`config.mk`:
```
export PLATFORM = sky130hd
export DESIGN_NAME = sd_arbiter
export DESIGN_NICKNAME = d
export VERILOG_FILES = /design/src/rtl/sd_arbiter.sv
export SDC_FILE = /design/constraint.sdc
export NUM_CORES = 1
export LEC_CHECK = 0
export CAP_MARGIN = 10
export CORE_ASPECT_RATIO = 0.9
export CORE_MARGIN = 8
export CORE_UTILIZATION = 60
export DETAILED_ROUTE_END_ITERATION = 10
export DONT_BUFFER_PORTS = 1
export GPL_TIMING_DRIVEN = 0
export HOLD_SLACK_MARGIN = 0.03
export PLACE_DENSITY = 0.76
export SYNTH_ARGS = -nofsm -noshare
export SYNTH_HDL_FRONTEND = slang
export SYNTH_SLANG_ARGS = --single-unit
export TNS_END_PERCENT = 10
```
`constraint.sdc`:
```
create_clock -name clk -period 4.02 [get_ports clk]
set_input_delay 1.005 -clock clk [delete_from_list [all_inputs] [get_ports clk]]
set_output_delay 1.005 -clock clk [all_outputs]
set_load 0.005 [all_outputs]
```
`src/rtl/sd_arbiter.sv`:
```
// Round-robin arbiter sharing one host SD sector port among NUM_REQ track loaders; optional abort via SD_ARB_TIMEOUT_EN.
// Latency: request to command 1 cycle, ack fall to idle 1 cycle; ack/buff_wr/buff_din routing is combinational.
// Backpressure: a grant is held until the sector transfer ends; other requesters simply keep their levels asserted.
module sd_arbiter #(
  parameter int          NUM_REQ        = 2,
  parameter logic [23:0] TIMEOUT_CYCLES = 24'd10_000_000
) (
  input  logic                   clk,
  input  logic                   reset_n,
  input  logic [NUM_REQ-1:0]     req_rd,
  input  logic [NUM_REQ-1:0]     req_wr,
  input  logic [32*NUM_REQ-1:0]  req_lba,
  input  logic [8*NUM_REQ-1:0]   req_buff_din,
  output logic [NUM_REQ-1:0]     req_ack,
  output logic [NUM_REQ-1:0]     req_buff_wr,
  output logic [31:0]            sd_lba,
  output logic                   sd_rd,
  output logic                   sd_wr,
  input  logic                   sd_ack,
  input  logic                   sd_buff_wr,
  output logic [7:0]             sd_buff_din,
  output logic [1:0]             sd_id,
  output logic                   busy,
  output logic                   timeout
);

  typedef enum logic [1:0] {IDLE, ISSUE, XFER} state_t;

  state_t      state_q, state_d;
  logic [1:0]  grant_q, grant_d;
  logic [1:0]  last_q, last_d;
  logic [31:0] sd_lba_q, sd_lba_d;
  logic        sd_rd_q, sd_rd_d;
  logic        sd_wr_q, sd_wr_d;
  logic        busy_q, busy_d;
  logic        old_ack_q, old_ack_d;

  logic [NUM_REQ-1:0] pend;
  logic        hi_found, lo_found, found;
  logic [1:0]  hi_idx, lo_idx, winner;
  logic [31:0] win_lba;
  logic        win_rd, win_wr;

`ifdef SD_ARB_TIMEOUT_EN
  logic [23:0] cnt_q, cnt_d;
  logic        timeout_q, timeout_d;
  logic        cnt_hit;
  assign cnt_hit = (cnt_q + 24'd1 == TIMEOUT_CYCLES);
`else
  logic unused_timeout_cfg;
  assign unused_timeout_cfg = ^TIMEOUT_CYCLES;
`endif

  // Rotating priority: first pending index above last wins, else wrap to the lowest pending one.
  always_comb begin
    pend     = req_rd | req_wr;
    hi_found = 1'b0;
    lo_found = 1'b0;
    hi_idx   = 2'd0;
    lo_idx   = 2'd0;
    for (int i = NUM_REQ - 1; i >= 0; i--) begin
      if (pend[i]) begin
        if (2'(i) > last_q) begin
          hi_found = 1'b1;
          hi_idx   = 2'(i);
        end else begin
          lo_found = 1'b1;
          lo_idx   = 2'(i);
        end
      end
    end
    found  = hi_found | lo_found;
    winner = hi_found ? hi_idx : lo_idx;
    win_lba = 32'd0;
    win_rd  = 1'b0;
    win_wr  = 1'b0;
    for (int i = 0; i < NUM_REQ; i++) begin
      if (winner == 2'(i)) begin
        win_lba = req_lba[32*i +: 32];
        win_rd  = req_rd[i];
        win_wr  = req_wr[i];
      end
    end
  end

  always_comb begin
    state_d   = state_q;
    grant_d   = grant_q;
    last_d    = last_q;
    sd_lba_d  = sd_lba_q;
    sd_rd_d   = sd_rd_q;
    sd_wr_d   = sd_wr_q;
    busy_d    = busy_q;
    old_ack_d = sd_ack;
`ifdef SD_ARB_TIMEOUT_EN
    cnt_d     = cnt_q;
    timeout_d = 1'b0;
`endif
    case (state_q)
      IDLE: begin
        if (found) begin
          grant_d  = winner;
          busy_d   = 1'b1;
          sd_lba_d = win_lba;
          sd_wr_d  = win_wr;
          sd_rd_d  = win_rd & ~win_wr;
          state_d  = ISSUE;
`ifdef SD_ARB_TIMEOUT_EN
          cnt_d    = 24'd0;
`endif
        end
      end
      ISSUE: begin
        if (sd_ack) begin
          sd_rd_d = 1'b0;
          sd_wr_d = 1'b0;
          state_d = XFER;
`ifdef SD_ARB_TIMEOUT_EN
        end else if (cnt_hit) begin
          // Abort: no ack was ever routed, so the requester is still asserting and re-arbitrates.
          sd_rd_d   = 1'b0;
          sd_wr_d   = 1'b0;
          timeout_d = 1'b1;
          last_d    = grant_q;
          busy_d    = 1'b0;
          state_d   = IDLE;
        end else begin
          cnt_d = cnt_q + 24'd1;
`endif
        end
      end
      XFER: begin
        if (old_ack_q && !sd_ack) begin
          last_d  = grant_q;
          busy_d  = 1'b0;
          state_d = IDLE;
        end
      end
      default: state_d = IDLE;
    endcase
  end

  always_ff @(posedge clk) begin
    if (!reset_n) begin
      state_q   <= IDLE;
      grant_q   <= 2'd0;
      last_q    <= 2'(NUM_REQ - 1);
      sd_lba_q  <= 32'd0;
      sd_rd_q   <= 1'b0;
      sd_wr_q   <= 1'b0;
      busy_q    <= 1'b0;
      old_ack_q <= 1'b0;
`ifdef SD_ARB_TIMEOUT_EN
      cnt_q     <= 24'd0;
      timeout_q <= 1'b0;
`endif
    end else begin
      state_q   <= state_d;
      grant_q   <= grant_d;
      last_q    <= last_d;
      sd_lba_q  <= sd_lba_d;
      sd_rd_q   <= sd_rd_d;
      sd_wr_q   <= sd_wr_d;
      busy_q    <= busy_d;
      old_ack_q <= old_ack_d;
`ifdef SD_ARB_TIMEOUT_EN
      cnt_q     <= cnt_d;
      timeout_q <= timeout_d;
`endif
    end
  end

  // Host strobes reach only the granted requester, and only while a grant is live.
  always_comb begin
    req_ack     = '0;
    req_buff_wr = '0;
    sd_buff_din = 8'd0;
    for (int i = 0; i < NUM_REQ; i++) begin
      if (grant_q == 2'(i)) begin
        sd_buff_din = req_buff_din[8*i +: 8];
        if (busy_q) begin
          req_ack[i]     = sd_ack;
          req_buff_wr[i] = sd_buff_wr & sd_ack;
        end
      end
    end
  end

  assign sd_lba = sd_lba_q;
  assign sd_rd  = sd_rd_q;
  assign sd_wr  = sd_wr_q;
  assign sd_id  = grant_q;
  assign busy   = busy_q;
`ifdef SD_ARB_TIMEOUT_EN
  assign timeout = timeout_q;
`else
  assign timeout = 1'b0;
`endif

endmodule

```
==> flow_metrics.py <==
metrics = {
    "status": {
        "outcome": "finished clean",
    },
    "floorplanning": {
        "die_x_um": 74.20,
        "coreArea_mm2": 0.002972,
        "ios": 138,
        "die_area_mm2": 0.005074,
        "die_h_um": 68.38,
        "placementRows": 19,
        "initial_core_util_pct": 61.56,
    },
    "setup_path": {
        "arrival_ps": 1520,
        "critPathMaxStageDelay_ps": 420,
        "crit_chain": "clkbuf_1 -> mux2_2",
        "critical_path_class": "reg2out",
        "path_max_fanout": 10,
        "cp_slowest_cell": "mux2_2",
        "critPathCaptureType": "primary output",
        "start_kind": "register",
        "required_ps": 3010,
    },
    "routing": {
        "drc": 0,
        "drt-pass1-iter-count": 4,
        "wl_per_cell_um": 19.94,
        "ant_nets": 0,
        "viasPerCell": 6.229,
        "drt_iter0_drc": 108,
        "vias": 1744,
        "wl_um": 5584,
    },
    "timing": {
        "setup_viol": 0,
        "skew_ps": 8.060,
        "finalSetupTns_ps": 0,
        "rsz0062_at_grt": "false",
        "hold_viol": 0,
        "finalCriticalPeriod_ps": 2529,
        "drv_slew": 0,
        "fmax_mhz": 395.4,
        "fin_crit_sh_pct": 62.91,
    },
    "layout": {
        "drive_gt1_share_pct": 11.34,
        "final_util_pct": 64.72,
        "nets": 328,
        "seq_area_um2": 800.8,
        "multi_input_area_um2": 923.4,
        "n_antenna_cell": 0,
        "stdcell_area_mm2": 0.001923,
        "synthToLayoutAreaGrowth_pct": 5.130,
        "num-fill-cells": 274,
    },
    "yosys": {
        "yosys_warnings": 0,
        "synth.most_common_cell": "nand2_1",
        "synth_enable_flop_cells": 0,
        "async_reset_ff_share_pct": 0,
        "synth.distinct_cells": 31,
        "synth.area.top_cells": "dfxtp_1 (44%), nand2_1 (14%), a31oi_1 (11%), o21ai_0 (8.8%), mux2_2 (4.9%)",
        "ys.flop_type": "dfxtp_1",
        "synth_top_area_share_pct": 43.78,
        "synthTopCellsByCount": "nand2_1 (68), dfxtp_1 (40), a31oi_1 (32), o21ai_0 (32)",
        "ys_ff_latch": 40,
        "ys_seq_area_share_pct": 43.78,
        "avgSynthCellArea_um2": 7.885,
        "netlist_area_mm2": 0.001829,
        "synth_top_cell_by_area": "dfxtp_1",
        "syn_inst": 232,
    },
    "clock_network": {
        "clockBufferDepth": 2,
        "cts_buffers": 5,
        "path_clk_slew_ps": 110,
        "cts.sinks": 40,
        "cts_hold_buf": 0,
        "ctsResizeCount": 0,
        "cts-root-buf": "clkbuf_4",
        "worstSkewPairLatency_ps": 320,
        "cts_setup_buffers": 0,
        "cts_tree": "yes",
        "cts_max_level": 2,
    },
    "pwr": {
        "p_clk_share_pct": 20.8,
        "p_int_uw": 565.6,
        "seq_power_share_pct": 60.5,
        "switching_share_pct": 30.03,
        "power.switching_uw": 242.8,
        "powerDensity_mw_per_mm2": 420.4,
        "leakagePower_nw": 0.7497,
        "combPwrFrac_pct": 18.7,
        "peakVddDrop_mv": 0.2930,
    },
    "placement": {
        "port_buffers": 0,
        "place_area_mm2": 0.001886,
        "dp_hpwl_um": 4552,
        "routabilityCongestion": 0.7892,
    },
    "worst_hold_path": {
        "hold_path_class": "reg2reg",
    },
    "global_routing": {
        "grt_pass1_vias": 1705,
        "track_usage_pct": 20.83,
        "grt-ovfl-total": 0,
        "antenna_found_initial": 0,
        "grt_pass1_wl_um": 8142,
        "grt_max_degree": 11,
    },
    "run": {
        "cap_violations": 0,
    },
}
==> power groups by stage <==
stage / registers (mW) / logic (mW) / clock network [mW]
after global routing: 0.496 / 0.174 / 0.195
after floorplan: 0.484 / 0.120 / 0
after CTS: 0.490 / 0.152 / 0.175
final: 0.489 / 0.151 / 0.168
after detailed placement: 0.499 / 0.152 / 0
after global placement: 0.497 / 0.143 / 0
==> cell usage in the layout, fill, tap and decap left out, drive strengths merged <==
cell type  netlist  final
o21ai           35     35
and2             2      2
buf             10     10
o21a             3      3
mux2             8      8
nand2           68     68
inv              2      2
nor3b            1      1
nor4bb           1      1
nand3            2      2
nor4             1      1
nand3b           1      1
a21boi           1      1
dfxtp           40     40
and4             2      2
o32ai            2      2
nor3             1      1
a31oi           32     32
nand2b           1      1
o22ai            1      1
nor2             1      1
nor2b            1      1
clkbuf          10     15
conb             1      2
and3b            1      1
and3             2      2
a21oi            2      2
==> final cells by class <==
class / instances / share of cell area [%]
inverter: 2 / 0.3904
buffer: 20 / 5.270
clock buffer: 5 / 1.952
sequential: 40 / 41.64
tap: 42 / 2.733
multi-input combinational: 171 / 48.02
==> kinds of logic (layout without fill, tap and decap cells) <==
logic type      after synthesis  in the layout  share of synthesized area, %
flops                        40             40                         43.78
mux                           8              8                         4.925
simple gates                 85             85                         21.14
buf+inv                      22             27                         5.951
other cells                   1              2                        0.2050
compound gates               76             76                         24.01
==> metrics by stage <==
step                power, mW  instances  hold WS (ps)  worst slack [ps]
floorplan              0.6046        233         474.4              1755
global placement       0.6407        275         507.9              1723
detailed placement     0.6504        275         519.7              1727
CTS                    0.8171        280         534.8              1457
global route           0.8641        280         554.6              1385
finish                 0.8084        280         536.8              1491
==> flip-flops by register name, summed over array words and instances (netlist names) <==
name,count
old_ack_q,1
sd_rd,1
sd_wr,1
sd_lba,32
state_q,2
busy,1
last_q,1
sd_id,1
==> final timing paths <==
| check | from | end | slack (ps) | cells past startpoint |
|---|---|---|---|---|
| setup / recovery | sd_id[0] | sd_buff_din[0] | 1490 | 2 |
| hold / removal | sd_wr | sd_wr | 540 | 2 |
| setup reg to reg | last_q[0] | sd_lba[3] | 2620 | 5 |
| hold reg to reg | sd_wr | sd_wr | 540 | 2 |
==> per-layer routing <==
metal / global-route usage (%) / part of all wire, %
met2: 37.06 / 49
met5: 0 / 0
met3: 8.638 / 14
met4: 9.204 / 1.1
met1: 21.06 / 36
==> critical path, delay by kind of cell (launching register included) <==
family,cells,cell delay (ps)
multiplexers,1,420
flip-flops,1,390
buffers and inverters,1,390
No activity file was read; power rests on OpenSTA's default activity.
